<file path="config.mk">
export PLATFORM = sky130hd
export DESIGN_NAME = block_rle_encoder
export DESIGN_NICKNAME = d
export VERILOG_FILES = /design/src/rtl/jpeg_codec_pkg.sv /design/src/rtl/coef_quantizer.sv /design/src/rtl/block_rle_encoder.sv
export SDC_FILE = /design/constraint.sdc
export NUM_CORES = 2
export LEC_CHECK = 0
export CORE_UTILIZATION = 50
export DETAILED_ROUTE_END_ITERATION = 6
export PLACE_DENSITY = 0.81
export SKIP_LAST_GASP = 1
export SLEW_MARGIN = 30
export SYNTH_ARGS = -nofsm -noshare
export SYNTH_HDL_FRONTEND = slang
export SYNTH_SLANG_ARGS = --single-unit
</file>
<file path="constraint.sdc">
create_clock -name clk -period 17.7 [get_ports clk]
set_input_delay 4.425 -clock clk [delete_from_list [all_inputs] [get_ports clk]]
set_output_delay 4.425 -clock clk [all_outputs]
set_load 0.05 [all_outputs]
</file>
<file path="src/rtl/jpeg_codec_pkg.sv">
// Shared JPEG codec constants: zig-zag order, luminance quantizer table and its
// 16-bit rounded reciprocals, symbol constants and the encoder state type.
package jpeg_codec_pkg;

  localparam int COEF_W  = 8;
  localparam int BLOCK_N = 64;

  localparam logic [3:0] EOB_RUN = 4'd0;
  localparam logic [3:0] ZRL_RUN = 4'd15;

  // Zig-zag position k -> raster index.
  localparam logic [5:0] ZIGZAG [BLOCK_N] = '{
     0,  1,  8, 16,  9,  2,  3, 10, 17, 24, 32, 25, 18, 11,  4,  5,
    12, 19, 26, 33, 40, 48, 41, 34, 27, 20, 13,  6,  7, 14, 21, 28,
    35, 42, 49, 56, 57, 50, 43, 36, 29, 22, 15, 23, 30, 37, 44, 51,
    58, 59, 52, 45, 38, 31, 39, 46, 53, 60, 61, 54, 47, 55, 62, 63
  };

  localparam logic [7:0] QUANT [BLOCK_N] = '{
    16,  11,  10,  16,  24,  40,  51,  61,
    12,  12,  14,  19,  26,  58,  60,  55,
    14,  13,  16,  24,  40,  57,  69,  56,
    14,  17,  22,  29,  51,  87,  80,  62,
    18,  22,  37,  56,  68, 109, 103,  77,
    24,  35,  55,  64,  81, 104, 113,  92,
    49,  64,  78,  87, 103, 121, 120, 101,
    72,  92,  95,  98, 112, 100, 103,  99
  };

  // round(65536 / QUANT[i]), raster order.
  localparam logic [15:0] RECIP [BLOCK_N] = '{
    4096, 5958, 6554, 4096, 2731, 1638, 1285, 1074,
    5461, 5461, 4681, 3449, 2521, 1130, 1092, 1192,
    4681, 5041, 4096, 2731, 1638, 1150,  950, 1170,
    4681, 3855, 2979, 2260, 1285,  753,  819, 1057,
    3641, 2979, 1771, 1170,  964,  601,  636,  851,
    2731, 1872, 1192, 1024,  809,  630,  580,  712,
    1337, 1024,  840,  753,  636,  542,  546,  649,
     910,  712,  690,  669,  585,  655,  636,  662
  };

  typedef enum logic [1:0] {
    ST_IDLE,
    ST_QUANT,
    ST_EMIT
  } enc_state_t;

endpackage

</file>
<file path="src/rtl/coef_quantizer.sv">
// Combinational reciprocal quantizer: q = sat8((x*R + 32768) >>> 16), or x when bypassed.
module coef_quantizer
  import jpeg_codec_pkg::*;
(
  input  logic [COEF_W-1:0] x,
  input  logic [15:0]       recip,
  input  logic              bypass,
  output logic [COEF_W-1:0] q
);

  logic signed [24:0] prod;
  logic signed [24:0] scaled;

  // NOTE: every output of a combinational block is assigned on every path, so no latch is inferred.
  always_comb begin
    prod   = $signed({{17{x[7]}}, x}) * $signed({9'd0, recip}) + 25'sd32768;
    scaled = prod >>> 16;
    if (bypass)
      q = x;
    else if (scaled > 25'sd127)
      q = 8'h7F;
    else if (scaled < -25'sd128)
      q = 8'h80;
    else
      q = scaled[7:0];
  end

endmodule

</file>
<file path="src/rtl/block_rle_encoder.sv">
// 8x8 block quantizer + zig-zag run-length symbol generator with DC differential,
// ZRL and EOB. One symbol per cycle; outputs registered and held under backpressure.
module block_rle_encoder
  import jpeg_codec_pkg::*;
#(
  parameter bit BYPASS_QUANT = 1'b0
) (
  input  logic                      clk,
  input  logic                      rst,
  input  logic [BLOCK_N*COEF_W-1:0] block_in,
  input  logic                      block_valid,
  output logic                      block_ready,
  output logic [3:0]                r_value,
  output logic [COEF_W-1:0]         coefficient,
  output logic                      coef_valid,
  input  logic                      coef_ready,
  output logic                      last
);

  enc_state_t                state;
  logic [BLOCK_N*COEF_W-1:0] blk;
  logic [COEF_W-1:0]         slot [BLOCK_N];
  logic [5:0]                k;
  logic [5:0]                zz;
  logic [5:0]                lastnz;
  logic [COEF_W-1:0]         qk;
  logic [COEF_W-1:0]         prev_dc;
  logic [6:0]                p;
  logic [6:0]                cand;
  logic [5:0]                hit;
  logic [3:0]                run_n;
  logic                      found;

  assign zz = ZIGZAG[k];

  coef_quantizer u_quant (
    .x      (blk[{zz, 3'b000} +: COEF_W]),
    .recip  (RECIP[zz]),
    .bypass (BYPASS_QUANT),
    .q      (qk)
  );

  // First nonzero slot within the next 16 positions that does not pass lastnz.
  always_comb begin
    found = 1'b0;
    run_n = '0;
    hit   = '0;
    cand  = '0;
    for (int j = 0; j < 16; j++) begin
      cand = p + 7'(j);
      if (!found && cand <= {1'b0, lastnz} && slot[cand[5:0]] != '0) begin
        found = 1'b1;
        run_n = 4'(j);
        hit   = cand[5:0];
      end
    end
  end

  // NOTE: the block and slot buffers have no reset; each entry is rewritten before it is read.
  always_ff @(posedge clk) begin
    if (state == ST_IDLE && block_valid)
      blk <= block_in;
    if (state == ST_QUANT)
      slot[k] <= qk;
  end

  // NOTE: state registers use non-blocking assignments so every flop samples pre-edge values.
  always_ff @(posedge clk or posedge rst) begin
    if (rst) begin
      state       <= ST_IDLE;
      block_ready <= 1'b1;
      coef_valid  <= 1'b0;
      r_value     <= '0;
      coefficient <= '0;
      last        <= 1'b0;
      k           <= '0;
      p           <= '0;
      lastnz      <= '0;
      prev_dc     <= '0;
    end else begin
      case (state)
        ST_IDLE: begin
          if (block_valid) begin
            state       <= ST_QUANT;
            block_ready <= 1'b0;
            k           <= '0;
            lastnz      <= '0;
          end
        end

        ST_QUANT: begin
          if (k != '0 && qk != '0)
            lastnz <= k;
          k <= k + 6'd1;
          if (k == 6'd63) begin
            state <= ST_EMIT;
            p     <= '0;
          end
        end

        ST_EMIT: begin
          if (coef_valid && coef_ready && last) begin
            state       <= ST_IDLE;
            block_ready <= 1'b1;
            coef_valid  <= 1'b0;
            last        <= 1'b0;
          end else if (!coef_valid || coef_ready) begin
            coef_valid <= 1'b1;
            if (p == '0) begin
              r_value     <= 4'd0;
              coefficient <= slot[0] - prev_dc;
              prev_dc     <= slot[0];
              last        <= 1'b0;
              p           <= 7'd1;
            end else if (p > {1'b0, lastnz}) begin
              r_value     <= EOB_RUN;
              coefficient <= '0;
              last        <= 1'b1;
            end else if (found) begin
              r_value     <= run_n;
              coefficient <= slot[hit];
              last        <= (hit == 6'd63);
              p           <= {1'b0, hit} + 7'd1;
            end else begin
              r_value     <= ZRL_RUN;
              coefficient <= '0;
              last        <= 1'b0;
              p           <= p + 7'd16;
            end
          end
        end

        default: state <= ST_IDLE;
      endcase
    end
  end

endmodule

</file>
* Word-level counts from Yosys, hierarchy flattened
Memories as Yosys holds them, arrays and structs flattened.
Index checks and enable logic that the tools add are counted.
** Word-level totals
- Register bits :: 556
- RAM bits :: 512
- ROM bits :: 1408
- Memories :: 3
** Cells by class
- $add $sub $neg :: 20
- $mul :: 1
- $lt $le $gt $ge :: 21
- Eq/ne operators :: 11
- Shifts and indexed selects :: 1
- Mux-type cells :: 86
- Bitwise logic cells :: 3
- Reductions and logical operators :: 84
** Memories
- (no name shown) :: depth 64, bits a word 16, rd ports 1, clocked after Yosys merged registers in 0, write ports 0, line block_rle_encoder.sv:38 : .recip (RECIP[zz]),
- slot :: depth 64, bits a word 8, rd ports 18, clocked after Yosys merged registers in 0, write ports 1, line block_rle_encoder.sv:22 : logic [COEF_W-1:0] slot [BLOCK_N];
- (no name shown) :: depth 64, bits a word 6, rd ports 1, clocked after Yosys merged registers in 0, write ports 0, line block_rle_encoder.sv:34 : assign zz = ZIGZAG[k];
** Operator list (number)
- variable part select 512 x 10 -> 8 bit :: 1
- nonzero test 8 bit :: 17
- 2-to-1 mux 6 bit :: 20
- <= comparator 7 x 6 -> 1 bit :: 16
- 2-to-1 mux 4 bit :: 17
- adder 7 x 4 -> 7 bit (second input constant) :: 8
- 2-to-1 mux 7 bit :: 6
- 2-to-1 mux 8 bit :: 5
- logical AND 1 bit :: 35
- 2-to-1 mux 16 bit :: 2
- adder 7 x 3 -> 7 bit (second input constant) :: 4
- 2-to-1 mux 1 bit :: 28
- adder 25 x 17 -> 25 bit (second input constant) :: 1
- multiplier 8 x 17 -> 25 bit :: 1
- one-hot mux 6 bit (2 select lines) :: 2
- logical NOT 1 bit :: 16
- adder 7 x 2 -> 7 bit (second input constant) :: 2
- >= comparator 7 bit (second input constant) :: 2
- NOT 6 -> 7 bit :: 2
- one-hot mux 7 bit (2 select lines) :: 1
- equality test 6 bit (second input constant) :: 2
- AND reduction 3 bit :: 4
- > comparator 9 x 8 -> 1 bit (second input constant) :: 1
- less-than comparator 9 x 8 -> 1 bit (second input constant) :: 1
- other kinds (23) :: 33

* Depth between registers and ports, before layout
An unclocked memory read counts as a cell.
- Word-level depth :: 71
- Depth in mapped cells :: 51
- Mapped depth without buffers :: 45

* By module
Synthesis repeated with hierarchy kept, for this count alone.
** Second synthesis, totals
- Cell total of the unflattened synthesis :: 5587
- Area, all modules :: 63090.5 um2
** By module, submodules not included
- block_rle_encoder :: times used 1, cells each 5087, area an instance 58846.4 um2, sequential area each 31851.8 um2
- coef_quantizer :: times used 1, cells each 500, area an instance 4244.1 um2, sequential area each 0.0 um2

* Least setup slack after synthesis
OpenSTA, ideal clock, no wires.
- Kind :: in2reg
- Start point :: in block_valid
- End point :: reg blk[0], enable pin
- Arrival :: 14420 ps
- Required time :: 16838 ps
- Slack :: 2418 ps
- Stages on the path :: 2
- Path buffers :: 0
- Cells stage by stage :: nand2_1 > inv_1
** Between the ends
- Word-level cells in the longest chain between the ends :: 1
** Ends and longest elaborated chain
- start: declaration :: line block_rle_encoder.sv:11 : input logic block_valid,
- logical AND 1 bit :: line block_rle_encoder.sv:61 : if (state == ST_IDLE && block_valid)
- end signal: assignment :: line block_rle_encoder.sv:62 : blk <= block_in;
- end: declaration :: line block_rle_encoder.sv:21 : logic [BLOCK_N*COEF_W-1:0] blk;
Every way passes these cells.
A chain may end at the register's enable or synchronous reset.

* Worst setup path after layout
- Start point :: reg k[0]
- End point :: reg lastnz[2]
** Between the ends
- Word-level cells in the longest chain between the ends :: 17
- Elaborated cells between the ends (all ways) :: 20
- Those cells by class :: 1 x add/sub; 1 x mul; 2 x order compare; 1 x eq/ne; 1 x shift; 6 x mux; 2 x bitwise; 4 x reduce/logical; 2 x memory
** Ends and longest elaborated chain
- start: declaration :: line block_rle_encoder.sv:23 : logic [5:0] k;
- start signal: assignment :: line block_rle_encoder.sv:94 : k <= k + 6'd1;
- NOT 6 -> 7 bit (not written as such) * :: line block_rle_encoder.sv:34
- memory (64 x 6 bit) *
- 2-to-1 mux 6 bit (not written as such) * (2 in series) :: line block_rle_encoder.sv:34
- branches (longest 4 deep; another with variable part select 512 x 10 -> 8 bit)
- multiplier 8 x 17 -> 25 bit * :: line coef_quantizer.sv:16 : prod = $signed({{17{x[7]}}, x}) * $signed({9'd0, recip}) + 25'sd32768;
- adder 25 x 17 -> 25 bit * :: line coef_quantizer.sv:16
- less-than comparator 9 x 8 -> 1 bit :: line coef_quantizer.sv:22 : else if (scaled < -25'sd128)
- 2-to-1 mux 8 bit :: line coef_quantizer.sv:22
- 2-to-1 mux 8 bit * :: line coef_quantizer.sv:20 : else if (scaled > 25'sd127)
- named net qk[5] :: line block_rle_encoder.sv:26 : logic [COEF_W-1:0] qk;
- nonzero test 8 bit * :: line block_rle_encoder.sv:92 : if (k != '0 && qk != '0)
- logical AND 1 bit * :: line block_rle_encoder.sv:92
- inequality test 2 x 1 -> 1 bit (no source line) *
- AND reduction 3 bit (no source line) *
- end signal: assignment :: line block_rle_encoder.sv:93 : lastnz <= k;
- end: declaration :: line block_rle_encoder.sv:25 : logic [5:0] lastnz;
Mark *: on every way through the listed nets, which the timed path passes. The select of a mux whose other input is x is not followed.

==> report_table.html <==
<table>
<tr><th>Metric</th><th>Value</th></tr>
<tr><th colspan="2">STA</th></tr>
<tr><td>RSZ-0062 raised after global routing</td><td>false</td></tr>
<tr><td>Worst clock skew</td><td>0.03512 ns</td></tr>
<tr><td>Final Cycle Share</td><td>68.09%</td></tr>
<tr><td>Final setup fails</td><td>0</td></tr>
<tr><td>Final min period</td><td>12.05 ns</td></tr>
<tr><td>Highest attainable clock frequency</td><td>82.98 MHz</td></tr>
<tr><td>Slew margin rel.</td><td>18.13%</td></tr>
<tr><td>Final-report hold violation count</td><td>0</td></tr>
<tr><td>Tightest Pin Transition</td><td>1.217 ns</td></tr>
<tr><td>Setup TNS</td><td>0 ns</td></tr>
<tr><td>Final Max Tran Viols</td><td>0</td></tr>
<tr><th colspan="2">Drt</th></tr>
<tr><td>Via density per instance</td><td>6.661</td></tr>
<tr><td>Number of DRC violations after detailed routing</td><td>20</td></tr>
<tr><td>Highest layer used for signal routing</td><td>met5</td></tr>
<tr><td>Metal1 wirelength</td><td>81.10 mm</td></tr>
<tr><td>Via count of the routed design</td><td>50,510</td></tr>
<tr><td>Count of TritonRoute iterations in the first routing pass</td><td>7</td></tr>
<tr><td>Violation count after the first detailed-route iteration</td><td>7,486</td></tr>
<tr><td>Detailed-routed wire length on met2</td><td>107.7 mm</td></tr>
<tr><td>Wirelength, routed</td><td>235.2 mm</td></tr>
<tr><td>Routed Antenna Nets</td><td>0</td></tr>
<tr><td>Met3 Wirelength</td><td>25.10 mm</td></tr>
<tr><td>DR WL/cell</td><td>31.03 µm</td></tr>
<tr><th colspan="2">Clock tree</th></tr>
<tr><td>Clock-pin slew of the registers on the worst-case setup and hold paths</td><td>0.07 ns</td></tr>
<tr><td>Max clock buf depth</td><td>3</td></tr>
<tr><td>CTS Sinks</td><td>1,068</td></tr>
<tr><td>Worst-Skew Late Latency</td><td>0.72 ns</td></tr>
<tr><td>Post-CTS Resized</td><td>0</td></tr>
<tr><td>H-tree levels</td><td>3</td></tr>
<tr><td>CTS tree</td><td>done</td></tr>
<tr><td>Number of buffers added to fix hold violations after cts</td><td>0</td></tr>
<tr><td>Root Driver</td><td>clkbuf_16</td></tr>
<tr><td>Total clock buffers created by CTS</td><td>108</td></tr>
<tr><td>Post-CTS setup buffer count</td><td>0</td></tr>
<tr><th colspan="2">Synthesis</th></tr>
<tr><td>Number of enable-type register cells in the synthesized netlist</td><td>1,024</td></tr>
<tr><td>Number of distinct standard cells referenced by the synthesized netlist</td><td>95</td></tr>
<tr><td>Primary FF master, synth</td><td>edfxtp_1</td></tr>
<tr><td>Gate count after technology mapping</td><td>5,411</td></tr>
<tr><td>Mapped Area</td><td>60,030 µm²</td></tr>
<tr><td>Register area share after synthesis</td><td>53.06%</td></tr>
<tr><td>FF+latch count, synth</td><td>1,068</td></tr>
<tr><td>Async set-or-reset flop fraction in the synthesized netlist</td><td>4.120%</td></tr>
<tr><td>Syn Area/Cell</td><td>11.09 µm²</td></tr>
<tr><td>Syn Nets</td><td>6,158</td></tr>
<tr><td>Yosys warns</td><td>0</td></tr>
<tr><th colspan="2">Hold path</th></tr>
<tr><td>Hold_sp</td><td>r_value[1]$_DFFE_PP0P_</td></tr>
<tr><td>Number of stages on the worst hold path</td><td>2</td></tr>
<tr><td>Worst hold endpoint</td><td>r_value[1]$_DFFE_PP0P_</td></tr>
<tr><td>Worst min-delay path category</td><td>flip-flop to flip-flop</td></tr>
<tr><th colspan="2">GRT</th></tr>
<tr><td>Antenna violations before repair</td><td>15</td></tr>
<tr><td>First-pass GRT wire length</td><td>334.2 mm</td></tr>
<tr><td>Maximum number of pins on one net before global-route repair</td><td>197</td></tr>
<tr><td>Via count of the first global-routing pass</td><td>48,970</td></tr>
<tr><td>Overflow left after global routing</td><td>0</td></tr>
<tr><td>Total GRT Usage</td><td>37.92%</td></tr>
<tr><th colspan="2">Floorplanning</th></tr>
<tr><td>Starting density of the core</td><td>50.64%</td></tr>
<tr><td>Total Die Area</td><td>121,500 µm²</td></tr>
<tr><td>Die boundary width</td><td>348.5 µm</td></tr>
<tr><td>Vertical extent of the die</td><td>348.5 µm</td></tr>
<tr><td>I/O pin total</td><td>531</td></tr>
<tr><td>Row cnt</td><td>126</td></tr>
<tr><td>Placeable core area</td><td>118,600 µm²</td></tr>
<tr><th colspan="2">Critical path</th></tr>
<tr><td>FF-to-FF End</td><td>lastnz[2]$_DFFE_PP0P_</td></tr>
<tr><td>Cell repeated most along the worst path</td><td>a21o_1</td></tr>
<tr><td>Crit-path slowest cell</td><td>buf_12</td></tr>
<tr><td>Crit path buffers/inverters</td><td>8</td></tr>
<tr><td>Biggest fanout along the worst timing path</td><td>196</td></tr>
<tr><td>Length in cells of the worst reg-to-reg path</td><td>38</td></tr>
<tr><td>WS Path Type</td><td>flip-flop to flip-flop</td></tr>
<tr><td>Startpoint of the lowest-slack register-to-register path</td><td>k[0]$_DFFE_PP0P_</td></tr>
<tr><td>Worst path top cell family by delay</td><td>compound AO/OA/AOI/OAI gates</td></tr>
<tr><td>Category of the worst setup path launch point</td><td>flip-flop</td></tr>
<tr><td>Endpoint kind of the worst setup timing path</td><td>flip-flop</td></tr>
<tr><td>Arrival @ worst endpoint</td><td>12.63 ns</td></tr>
<tr><td>Critical path's largest stage delay</td><td>0.70 ns</td></tr>
<tr><td>Worst EP required</td><td>18.28 ns</td></tr>
<tr><td>Critical path startpoint</td><td>k[0]$_DFFE_PP0P_</td></tr>
<tr><td>Internal reg-to-reg setup slack</td><td>5.65 ns</td></tr>
<tr><th colspan="2">Layout</th></tr>
<tr><td>Commonest non-fill, non-tap cell in the layout</td><td>edfxtp_1</td></tr>
<tr><td>Area added between synthesis and finish</td><td>18.46%</td></tr>
<tr><td>Fraction of final layout cells with drive strength greater than 1</td><td>8.996%</td></tr>
<tr><td># nets final</td><td>6,623</td></tr>
<tr><td>Number of inserted filler cells in the final layout</td><td>9,354</td></tr>
<tr><td>Commonest cells after routing, fill and taps aside</td><td>edfxtp_1 (1,024), nand2_1 (791), clkdlybuf4s50_1 (530)</td></tr>
<tr><th colspan="2">Status</th></tr>
<tr><td>Failing checks</td><td>DRC</td></tr>
<tr><td>Run status</td><td>finished with violations</td></tr>
<tr><th colspan="2">Placement</th></tr>
<tr><td>Number of input and output port buffers inserted</td><td>530</td></tr>
<tr><td>Weighted congestion reported at the end of routability-driven placement</td><td>1.060</td></tr>
<tr><td>Post-detailed-placement half-perimeter wirelength</td><td>171.9 mm</td></tr>
<tr><th colspan="2">Job</th></tr>
<tr><td>Max-cap viol count</td><td>0</td></tr>
</table>
==> logic make-up (layout without fill, tap and decap cells) <==
group / Yosys count / count (layout) / synth area share, %
buffers and inverters: 488 / 1046 / 3.333
xor gates and xnor gates: 68 / 68 / 0.9921
DFF: 1068 / 1068 / 53.06
AOI/OAI and AO/OA: 1062 / 1062 / 12.11
and+or+nand+nor: 2054 / 2054 / 16.13
adders and majority gates: 231 / 231 / 5.640
muxes: 440 / 440 / 8.739
other: 0 / 13 / 0
==> registers in the layout, indices dropped and copies added (netlist names) <==
signal,flops
blk,512
slot,512
coefficient,8
prev_dc,8
p,7
k,6
lastnz,6
r_value,4
state,2
block_ready,1
coef_valid,1
last,1
==> per-layer routing <==
layer | GRT usage [%] | vias up
met5 | 0 | -
met4 | 28.80 | 2
met3 | 8.063 | 841
met2 | 60.31 | 3717
met1 | 45.28 | 24350
li1 | - | 21600
==> tightest hold or removal path, stage by stage, from the launching register on <==
cell and delay [ns]:
dfrtp_1 0.35, nand2_1 0.04, o21ai_0 0.06
==> final cells by class <==
type / instances / area, µm² / share of cell area [%]
sequential: 1068 / 31860 / 44.80
multi-input combinational: 3855 / 26580 / 37.38
timing repair buffer: 676 / 6469 / 9.096
clock buffer: 125 / 2788 / 3.920
tap: 1600 / 2002 / 2.815
clock inverter: 78 / 732.0 / 1.029
inverter: 167 / 645.6 / 0.9079
antenna: 13 / 32.53 / 0.04575
==> worst max-delay path by stage <==
stage,to,cells after the start
floorplan,blk[0]$_DFFE_PP_,2
global placement,lastnz[3]$_DFFE_PP0P_,38
detailed placement,lastnz[4]$_DFFE_PP0P_,38
CTS,lastnz[2]$_DFFE_PP0P_,38
global route,lastnz[2]$_DFFE_PP0P_,38
finish,lastnz[2]$_DFFE_PP0P_,38
==> Yosys cell counts (all sizes together) (15+ instances only) <==
cell / n / area share (%)
a2111oi: 18 / 0.27
a211o: 15 / 0.22
a211oi: 56 / 0.72
a21o: 32 / 0.40
a21oi: 272 / 2.3
a221oi: 27 / 0.39
a22oi: 32 / 0.40
a311oi: 68 / 0.99
a31oi: 34 / 0.35
a32oi: 36 / 0.53
and2: 22 / 0.23
and3: 68 / 0.71
buf: 136 / 1.1
clkbuf: 185 / 1.2
dfrtp: 43 / 1.8
edfxtp: 1024 / 51
fa: 66 / 2.2
ha: 165 / 3.4
inv: 163 / 1.0
mux2: 43 / 0.81
mux2i: 334 / 5.6
mux4: 63 / 2.4
nand2: 794 / 5.0
nand2b: 41 / 0.43
nand3: 267 / 2.2
nand4: 33 / 0.34
nor2: 348 / 2.2
nor2b: 23 / 0.24
nor3: 138 / 1.2
nor3b: 27 / 0.34
nor4: 142 / 1.5
o211ai: 42 / 0.53
o21a: 28 / 0.35
o21ai: 165 / 1.4
o221ai: 41 / 0.60
o22ai: 41 / 0.43
o31ai: 19 / 0.24
or2: 42 / 0.44
or3: 40 / 0.43
or4: 28 / 0.36
xnor2: 51 / 0.74
xor2: 17 / 0.25
==> through the flow <==
| stage | cell area (µm²) | setup slack [ns] | hold slack [ns] | cells | util [%] |
|---|---|---|---|---|---|
| 6_report | 71110 | 5.648 | 0.4855 | 7582 | 59.98 |
| 5_1_grt | 71110 | 5.067 | 0.5199 | 7582 | 59.98 |
| 4_1_cts | 70990 | 5.631 | 0.4974 | 7568 | 59.88 |
| 3_5_place_dp | 67470 | 5.672 | 0.4779 | 7365 | 56.91 |
| 3_3_place_gp | 67380 | 5.877 | 0.4676 | 7364 | 56.83 |
| 2_1_floorplan | 60030 | 2.418 | 0.4875 | 5411 | - |
Power is left out: the tool's default activity adds up to more than one toggle a clock period on the data nets, which glitch-free logic cannot reach.
